### src/rtl/cpu.sv
// cpu -- multi-cycle 16-bit stack-machine core.
//
// Every instruction passes through FETCH -> DECODE -> EXEC -> WB, one
// cycle each. The instruction word is sampled from the external bus only
// in FETCH. DECODE captures stack/RAM operands, EXEC computes the result
// and checks stack legality, and WB commits all architectural state
// together, so a reset at any point before WB leaves no partial update.
//
// Ports:
//   clk          system clock, all state changes on the rising edge
//   reset        synchronous active-high reset
//   instruction  [15:11] opcode, [10:0] operand
//   pc           program counter (11 bits, wraps)
//   tos          top of data stack, 0 when the stack is empty
//   dsp          data-stack entry count, 0..2^AWIDTH
//   rsp          return-stack entry count, 0..2^AWIDTH
//   state        FSM state: FETCH=0, DECODE=1, EXEC=2, WB=3
//   err          sticky stack overflow/underflow flag
module cpu #(
    parameter int WIDTH_DATA = 16,
    parameter int AWIDTH     = 5
) (
    input  logic                  clk,
    input  logic                  reset,
    input  logic [WIDTH_DATA-1:0] instruction,
    output logic [10:0]           pc,
    output logic [WIDTH_DATA-1:0] tos,
    output logic [AWIDTH:0]       dsp,
    output logic [AWIDTH:0]       rsp,
    output logic [1:0]            state,
    output logic                  err
);

    localparam int             DEPTH_N = 1 << AWIDTH;
    localparam logic [AWIDTH:0] DEPTH  = {1'b1, {AWIDTH{1'b0}}};
    localparam logic [AWIDTH:0] ONE    = {{AWIDTH{1'b0}}, 1'b1};
    localparam logic [AWIDTH:0] TWO    = {{(AWIDTH-1){1'b0}}, 2'b10};

    typedef enum logic [1:0] {
        FETCH  = 2'd0,
        DECODE = 2'd1,
        EXEC   = 2'd2,
        WB     = 2'd3
    } state_t;

    typedef enum logic [4:0] {
        OP_NOP    = 5'd0,
        OP_PUSH_I = 5'd1,
        OP_PUSH_M = 5'd2,
        OP_POP_M  = 5'd3,
        OP_ADD    = 5'd4,
        OP_SUB    = 5'd5,
        OP_AND    = 5'd6,
        OP_OR     = 5'd7,
        OP_XOR    = 5'd8,
        OP_NOT    = 5'd9,
        OP_DUP    = 5'd10,
        OP_DROP   = 5'd11,
        OP_JMP    = 5'd16,
        OP_JZ     = 5'd17,
        OP_CALL   = 5'd20,
        OP_RET    = 5'd21
    } opcode_t;

    // Architectural storage
    logic [WIDTH_DATA-1:0] dstack [DEPTH_N];
    logic [10:0]           rstack [DEPTH_N];
    logic [WIDTH_DATA-1:0] ram    [DEPTH_N];

    state_t                cur_state, nxt_state;
    logic [WIDTH_DATA-1:0] ir;
    opcode_t               opcode;
    logic [10:0]           operand;
    logic [AWIDTH-1:0]     addr;

    // Per-state strobes from the FSM output process
    logic ld_ir, ld_ops, ld_exec, commit;

    // Operands captured in DECODE
    logic [WIDTH_DATA-1:0] t_q, n_q, m_q;
    logic [10:0]           r_q;

    // EXEC results (combinational) and their registered copies for WB
    logic                  ok;
    logic [AWIDTH:0]       ds_new, rs_new;
    logic                  ds_wr, rs_wr, ram_wr;
    logic [WIDTH_DATA-1:0] res;
    logic [10:0]           pc_new;

    logic                  ok_q;
    logic [AWIDTH:0]       ds_new_q, rs_new_q;
    logic                  ds_wr_q, rs_wr_q, ram_wr_q;
    logic [WIDTH_DATA-1:0] res_q;
    logic [10:0]           pc_new_q;

    logic [AWIDTH:0]       dsp_m1, dsp_m2, rsp_m1, ds_wr_idx;
    logic [10:0]           pc_inc;

    assign opcode    = opcode_t'(ir[15:11]);
    assign operand   = ir[10:0];
    assign addr      = operand[AWIDTH-1:0];
    assign dsp_m1    = dsp - ONE;
    assign dsp_m2    = dsp - TWO;
    assign rsp_m1    = rsp - ONE;
    assign ds_wr_idx = ds_new_q - ONE;
    assign pc_inc    = pc + 11'd1;

    assign state = cur_state;
    assign tos   = (dsp == '0) ? '0 : dstack[dsp_m1[AWIDTH-1:0]];

    // ---------------- FSM: state register ----------------
    // NOTE: sequential state uses non-blocking assignments so every register
    // samples its inputs from before the edge; blocking here would create
    // order-dependent races between always_ff blocks.
    always_ff @(posedge clk) begin
        if (reset) cur_state <= FETCH;
        else       cur_state <= nxt_state;
    end

    // ---------------- FSM: next-state logic ----------------
    // NOTE: every variable written in always_comb gets a default first so
    // no path leaves it unassigned, which would infer a latch.
    always_comb begin
        nxt_state = cur_state;
        unique case (cur_state)
            FETCH:  nxt_state = DECODE;
            DECODE: nxt_state = EXEC;
            EXEC:   nxt_state = WB;
            WB:     nxt_state = FETCH;
        endcase
    end

    // ---------------- FSM: outputs ----------------
    always_comb begin
        ld_ir   = 1'b0;
        ld_ops  = 1'b0;
        ld_exec = 1'b0;
        commit  = 1'b0;
        unique case (cur_state)
            FETCH:  ld_ir   = 1'b1;
            DECODE: ld_ops  = 1'b1;
            EXEC:   ld_exec = 1'b1;
            WB:     commit  = 1'b1;
        endcase
    end

    // ---------------- EXEC: result and legality ----------------
    // Binary ops take a = second entry (n_q), b = top (t_q).
    always_comb begin
        ok     = 1'b1;
        ds_new = dsp;
        ds_wr  = 1'b0;
        res    = t_q;
        rs_new = rsp;
        rs_wr  = 1'b0;
        ram_wr = 1'b0;
        pc_new = pc_inc;
        case (opcode)
            OP_PUSH_I: begin
                ok = (dsp != DEPTH); ds_new = dsp + ONE; ds_wr = 1'b1;
                res = {{(WIDTH_DATA-11){1'b0}}, operand};
            end
            OP_PUSH_M: begin
                ok = (dsp != DEPTH); ds_new = dsp + ONE; ds_wr = 1'b1; res = m_q;
            end
            OP_POP_M: begin
                ok = (dsp != '0); ds_new = dsp_m1; ram_wr = 1'b1;
            end
            OP_ADD: begin ok = (dsp >= TWO); ds_new = dsp_m1; ds_wr = 1'b1; res = n_q + t_q; end
            OP_SUB: begin ok = (dsp >= TWO); ds_new = dsp_m1; ds_wr = 1'b1; res = n_q - t_q; end
            OP_AND: begin ok = (dsp >= TWO); ds_new = dsp_m1; ds_wr = 1'b1; res = n_q & t_q; end
            OP_OR:  begin ok = (dsp >= TWO); ds_new = dsp_m1; ds_wr = 1'b1; res = n_q | t_q; end
            OP_XOR: begin ok = (dsp >= TWO); ds_new = dsp_m1; ds_wr = 1'b1; res = n_q ^ t_q; end
            OP_NOT: begin ok = (dsp != '0); ds_wr = 1'b1; res = ~t_q; end
            OP_DUP: begin
                ok = (dsp != '0) && (dsp != DEPTH); ds_new = dsp + ONE; ds_wr = 1'b1;
            end
            OP_DROP: begin ok = (dsp != '0); ds_new = dsp_m1; end
            OP_JMP:  pc_new = operand;
            OP_JZ: begin
                ok = (dsp != '0); ds_new = dsp_m1;
                pc_new = (t_q == '0) ? operand : pc_inc;
            end
            OP_CALL: begin
                ok = (rsp != DEPTH); rs_new = rsp + ONE; rs_wr = 1'b1; pc_new = operand;
            end
            OP_RET: begin ok = (rsp != '0); rs_new = rsp_m1; pc_new = r_q; end
            default: ;
        endcase
        // An illegal stack access commits nothing except the pc advance.
        if (!ok) begin
            ds_new = dsp;
            ds_wr  = 1'b0;
            rs_new = rsp;
            rs_wr  = 1'b0;
            ram_wr = 1'b0;
            pc_new = pc_inc;
        end
    end

    // ---------------- Control and architectural registers ----------------
    always_ff @(posedge clk) begin
        if (reset) begin
            ir       <= '0;
            pc       <= '0;
            dsp      <= '0;
            rsp      <= '0;
            err      <= 1'b0;
            ok_q     <= 1'b1;
            ds_new_q <= '0;
            rs_new_q <= '0;
            ds_wr_q  <= 1'b0;
            rs_wr_q  <= 1'b0;
            ram_wr_q <= 1'b0;
            pc_new_q <= '0;
        end else begin
            if (ld_ir) ir <= instruction;
            if (ld_exec) begin
                ok_q     <= ok;
                ds_new_q <= ds_new;
                rs_new_q <= rs_new;
                ds_wr_q  <= ds_wr;
                rs_wr_q  <= rs_wr;
                ram_wr_q <= ram_wr;
                pc_new_q <= pc_new;
            end
            if (commit) begin
                pc  <= pc_new_q;
                dsp <= ds_new_q;
                rsp <= rs_new_q;
                err <= err | ~ok_q;
            end
        end
    end

    // ---------------- Datapath registers (no reset needed) ----------------
    // Out-of-range reads when a stack is empty are harmless: EXEC flags
    // such instructions illegal and discards their results.
    always_ff @(posedge clk) begin
        if (ld_ops) begin
            t_q <= dstack[dsp_m1[AWIDTH-1:0]];
            n_q <= dstack[dsp_m2[AWIDTH-1:0]];
            m_q <= ram[addr];
            r_q <= rstack[rsp_m1[AWIDTH-1:0]];
        end
        if (ld_exec) res_q <= res;
    end

    // ---------------- Stack and RAM writes ----------------
    // NOTE: storage arrays are deliberately not reset; the valid region is
    // defined by dsp/rsp, and a reset would prevent mapping to RAM cells.
    // Writes are gated by reset so an abort in WB commits nothing.
    always_ff @(posedge clk) begin
        if (commit && !reset) begin
            if (ds_wr_q)  dstack[ds_wr_idx[AWIDTH-1:0]] <= res_q;
            if (rs_wr_q)  rstack[rsp[AWIDTH-1:0]]       <= pc_inc;
            if (ram_wr_q) ram[addr]                     <= t_q;
        end
    end

endmodule

### config.mk
export PLATFORM = sky130hd
export DESIGN_NAME = cpu
export DESIGN_NICKNAME = d
export VERILOG_FILES = /design/src/rtl/cpu.sv
export SDC_FILE = /design/constraint.sdc
export NUM_CORES = 2
export LEC_CHECK = 0
export CORE_MARGIN = 10
export CORE_UTILIZATION = 40
export DETAILED_ROUTE_END_ITERATION = 8
export GPL_ROUTABILITY_DRIVEN = 0
export GPL_TIMING_DRIVEN = 0
export PLACE_DENSITY = 0.65
export SYNTH_ARGS = -nofsm -noshare
export SYNTH_HDL_FRONTEND = slang
export SYNTH_SLANG_ARGS = --single-unit
export TNS_END_PERCENT = 1
### constraint.sdc
create_clock -name clk -period 4.47 [get_ports clk]
set_input_delay 0.6705 -clock clk [delete_from_list [all_inputs] [get_ports clk]]
set_output_delay 0.6705 -clock clk [all_outputs]
set_load 0.03 [all_outputs]
# Word level (Yosys, flattened, before mapping)

Memories as Yosys holds them, arrays and structs flattened. A register that Yosys moved wholly into a read port is not among the register bits.
Index checks and enable logic that the tools add are counted.

Memories kept: 3
Word-level logic and storage cells: 99
Memory bits (writable): 1376
Input bits: 18
Bits in registers: 101
Output and inout bits: 42

Magnitude comparators: 1
Reductions and logical operators: 15
Add/sub/neg operators: 9
Equal/unequal tests: 20
Mux-type cells: 30
Bitwise logic cells: 6

Memory list:

| memory | words | bits a word | rd ports | clocked after memory_dff | wr ports | line | source |
|---|---|---|---|---|---|---|---|
| dstack | 32    | 16          | 2        | 1                        | 1        | 66   | `logic [WIDTH_DATA-1:0] dstack [DEPTH_N];` |
| ram    | 32    | 16          | 1        | 1                        | 1        | 68   | `logic [WIDTH_DATA-1:0] ram [DEPTH_N];` |
| rstack | 32    | 11          | 1        | 1                        | 1        | 67   | `logic [10:0] rstack [DEPTH_N];` |

Operators by type and width:

| operator                                         | number |
|---|---|
| case mux 16 bit (8 select lines)                 | 1 |
| case mux 11 bit (3 select lines)                 | 1 |
| case mux 6 bit (2 select lines)                  | 2 |
| two-way mux 11 bit                               | 2 |
| == test 5 x 3 -> 1 bit, second input constant    | 4 |
| == test 5 x 4 -> 1 bit, second input constant    | 4 |
| == test 5 bit, second input constant             | 4 |
| two-way mux 1 bit                                | 19 |
| adder 16 bit                                     | 1 |
| AND 16 bit                                       | 1 |
| logical NOT 16 bit                               | 1 |
| two-way mux 16 bit                               | 1 |
| inverter 16 bit                                  | 1 |
| OR 16 bit                                        | 1 |
| subtractor 16 bit                                | 1 |
| bitwise XOR 16 bit                               | 1 |
| adder 6 x 1 -> 6 bit, second input constant      | 2 |
| two-way mux 6 bit                                | 2 |
| inequality test 6 bit, second input constant     | 2 |
| nonzero test 6 bit                               | 2 |
| subtractor 6 x 1 -> 6 bit, second input constant | 2 |
| adder 11 x 1 -> 11 bit, second input constant    | 1 |
| == test 5 x 2 -> 1 bit, second input constant    | 2 |
| OR reduction 9 bit                               | 1 |
| other kinds (19)                                 | 22 |

# Depth between registers and ports, before layout

Word-level depth: 5
Gate-level depth with buffers: 15
Depth with buffers taken out: 14

# Least setup slack after synthesis

OpenSTA, ideal clock, no wires.

Path kind: reg-to-output
Start point: register dsp[1]
End point: output port tos[13]
Cell stages (with the launch flop): 12
Data arrival time: 3.780 ns
Slack: 0.020 ns
Data required time: 3.799 ns
Buffers on the path: 5
Path through: dfxtp_1 -> clkbuf_1 -> clkbuf_1 -> clkbuf_1 -> inv_1 -> ha_1 -> clkbuf_1 -> clkbuf_1 -> mux4_2 -> mux4_2 -> mux2_2 -> nor2b_1

Word-level cells in the longest chain between the ends: 3
Elaborated cells between the ends (all ways): 4
Those cells by class: 1 x add/sub; 1 x mux; 1 x reduce/logical; 1 x memory

RTL lines:

| item                      | line | source |
|---|---|---|
| from (decl)               | 28   | `output logic [AWIDTH:0] dsp,` |
| from (signal assigned)    | 229  | `dsp <= ds_new_q;` |
| subtractor 6 x 1 -> 6 bit | 102  | `assign dsp_m1 = dsp - ONE;` |
| memory (32 x 16 bit)      | -    |  |
| two-way mux 16 bit (*)    | 109  | `assign tos = (dsp == '0) ? '0 : dstack[dsp_m1[AWIDTH-1:0]];` |
| to (decl)                 | 27   | `output logic [WIDTH_DATA-1:0] tos,` |

Every way passes the cells marked *; elsewhere a longest branch is shown, timed or not.

# Final worst setup path

Start point: register dsp[0]
End point: output port tos[13]

The elaborated chain is that of the path after synthesis.

==> reports/qor.csv <==
metric;value;unit
status;finished with violations;
failing checks;capacitance limit, setup timing;
worst r2r src;ir[1]$_SDFFE_PP0N_;
Leakage;23.3;nW
Critical Path Fanout Max;6;
crit path launch type;register;
# IOs;60;
final instance area;0.0759;mm^2
count leader, synth;edfxtp_1;
hold depth;2;
initial antenna violation count;3;
Crit Reg-Reg Endpoint;ram[15][1]$_DFFE_PP_;
GR Util All Layers;20.2;%
Peak VDD IR;325;uV
H-Tree Depth;4;
period utilization;104;%
R2R Setup Slk;-0.09;ns
post-route ant nets;0;
critical hold path startpoint;rs_wr_q$_SDFFE_PP0P_;
Final nets;3644;
Mapped Avg Cell Area;20.1;um^2
final setup margin;-0.170;ns
syn_nets;3307;
Async SR Flop Fraction;0;%
initial DRC count;5051;
worst setup path category;reg2out;
GRT overflow;0;
pin slew with the least headroom to its limit;1.48;ns
# DRC;0;
placed instance area;0.0698;mm^2
largest net degree at the start of global routing;60;
Synth Cell Area;0.0647;mm^2
Row Count;147;
Worst EP required;3.80;ns
setup_tns;-3.65;ns
final hold violations;0;
drt first pass iters;6;
ys flop type;edfxtp_1;
R2R depth;5;
number of flops mapped to enable cells by yosys;1451;
Worst Setup Slack post-DPL;-2.51;ns
drt wl/cell;31.4;um
first-pass GRT wire length;262000;um
Cell Pwr Density;443;mW/mm^2
CTS Hold Bufs;0;
clk sinks;1520;
Initial Util;40.3;%
DP HPWL;128000;um
ranking of synthesized cells by area;edfxtp_1 (67%), mux4_2 (19%), dfxtp_1 (2.1%);
Yosys cell types;69;
Final Slew Violations;0;
Vias/cell;6.00;
worst hold slack;0.477;ns
largest area contributor in the netlist;edfxtp_1;
Num CTS Buffers;158;
die area;0.178;mm^2
Yosys warning count;0;
die height;422;um
Via Count;35100;
Worst Path Arrival;3.97;ns
Max-cap violations;1;
Worst-path clk slew;0.06;ns
Clock Latency Late Sink;0.81;ns
Syn Inst Count;3224;
Yosys top cell area share;67.3;%
Hold EP;rs_wr_q$_SDFFE_PP0P_;
Max Clock Freq;216;MHz
TritonCTS clock tree;built;
core area;0.161;mm^2
RSZ-0062 raised after global routing;true;
WL final;184000;um
ratio of cells with drive above 1 in the final layout;30.6;%
Slew Limit Headroom;0.522;%
Setup crit end kind;output pin;
final setup skew;0.0436;ns
vias in the first global route;34800;
Longest Clk Path Bufs;3;
Final Setup Violations;48;
total power;33.7;mW
min-delay worst type;reg2reg;
number of buffers inserted by port buffering;59;
Yosys reg bits;1520;
post-synthesis sequential area ratio;69.4;%
Period minus WS final;4.64;ns
chip width;422;um
most frequent cells after synthesis;edfxtp_1 (1451), mux4_2 (558), nor2_1 (197);
Area growth syn-to-layout;17.3;%
Root Driver;clkbuf_16;
CP Launch Point;dsp[0]$_SDFFE_PP0N_;
==> worst max-delay path: stages, from the launching register on <==
cell        delay, ns
dfxtp_4          0.37
buf_12           0.11
buf_12           0.10
buf_12           0.12
clkinvlp_4       0.11
ha_4             0.40
clkbuf_16        0.21
clkbuf_16        0.17
mux4_2           0.30
mux4_2           0.57
mux2_4           0.35
nor2b_1          0.15
buf_4            0.19
==> layout make-up <==
cell class	instances	area, um^2
timing repair buffer	179	2590
tap	2160	2700
buffer	198	1320
clock buffer	209	4220
fill	13200	84800
inverter	53	206
clock inverter	75	853
antenna	1	2.50
sequential	1520	45000
multi-input combinational	1451	19100
==> cell families after synthesis <==
family	synth area share [%]
flops	69.4
simple gates	3.21
fa+ha+maj	1.27
mux	20.8
xor+xnor	0.717
compound gates	2.76
buf+inv	1.76
==> worst max-delay path by stage <==
stage / depth (start not counted) / slack [ns] / end
after floorplan: 11 / 0.02 / tos[13]
after global placement: 12 / -2.55 / tos[2]
after detailed placement: 12 / -2.51 / tos[0]
after CTS: 13 / -0.26 / tos[15]
after global routing: 11 / -0.23 / tos[15]
final: 12 / -0.17 / tos[13]
==> placed cells by master, fill, tap and decap left out, types with 31 or more instances in the layout <==
| cell type | Yosys | layout |
|---|---|---|
| buf_4 | 0 | 39 |
| edfxtp_1 | 1451 | 1451 |
| nor2_1 | 197 | 134 |
| nor2b_1 | 37 | 32 |
| a22oi_1 | 76 | 76 |
| ha_1 | 64 | 61 |
| nand2_1 | 67 | 67 |
| mux2i_1 | 44 | 44 |
| buf_8 | 0 | 54 |
| clkbuf_16 | 0 | 177 |
| clkbuf_1 | 129 | 152 |
| a21oi_1 | 46 | 46 |
| xnor2_1 | 40 | 31 |
| mux4_2 | 558 | 558 |
| inv_1 | 52 | 49 |
| buf_2 | 38 | 32 |
| dfxtp_1 | 69 | 67 |
| nor2_2 | 0 | 63 |
| clkdlybuf4s50_1 | 0 | 43 |
==> metal layers <==
| metal | track usage, % | routed length (um) |
|---|---|---|
| met5 | 0 | 9 |
| met4 | 7.79 | 7630 |
| met3 | 3.76 | 15900 |
| met2 | 32.7 | 89300 |
| met1 | 27.2 | 70700 |
==> what timing repair did <==
action / 4_1_cts / 5_1_grt
cloned: 8 / 0
setup buffers: 29 / 0
resized for setup: 230 / 24
setup endpoints to repair: 74 / 113
hold endpoints to repair: 0 / 0
pin swaps: 3 / 1
==> report_power, final <==
group	internal (mW)	leakage (nW)	switching, mW
registers	16.3	13.7	0.634
clock network	7.20	2.44	5.66
logic	1.43	7.16	2.41
==> state kept, by name, indices dropped and copies added (netlist names), 11 cells and up <==
register  count
ram         512
ir           16
m_q          16
rstack      352
r_q          11
t_q          16
dstack      512
pc_new_q     11
res_q        16
n_q          16
pc           11
==> stage by stage <==
stage,util (%),cells
6_report,47.2,5846
5_1_grt,47.2,5845
4_1_cts,47.2,5845
3_5_place_dp,43.4,5524
3_3_place_gp,42.3,5443
2_1_floorplan,-,3224
Power figures use the tool's default switching activity.
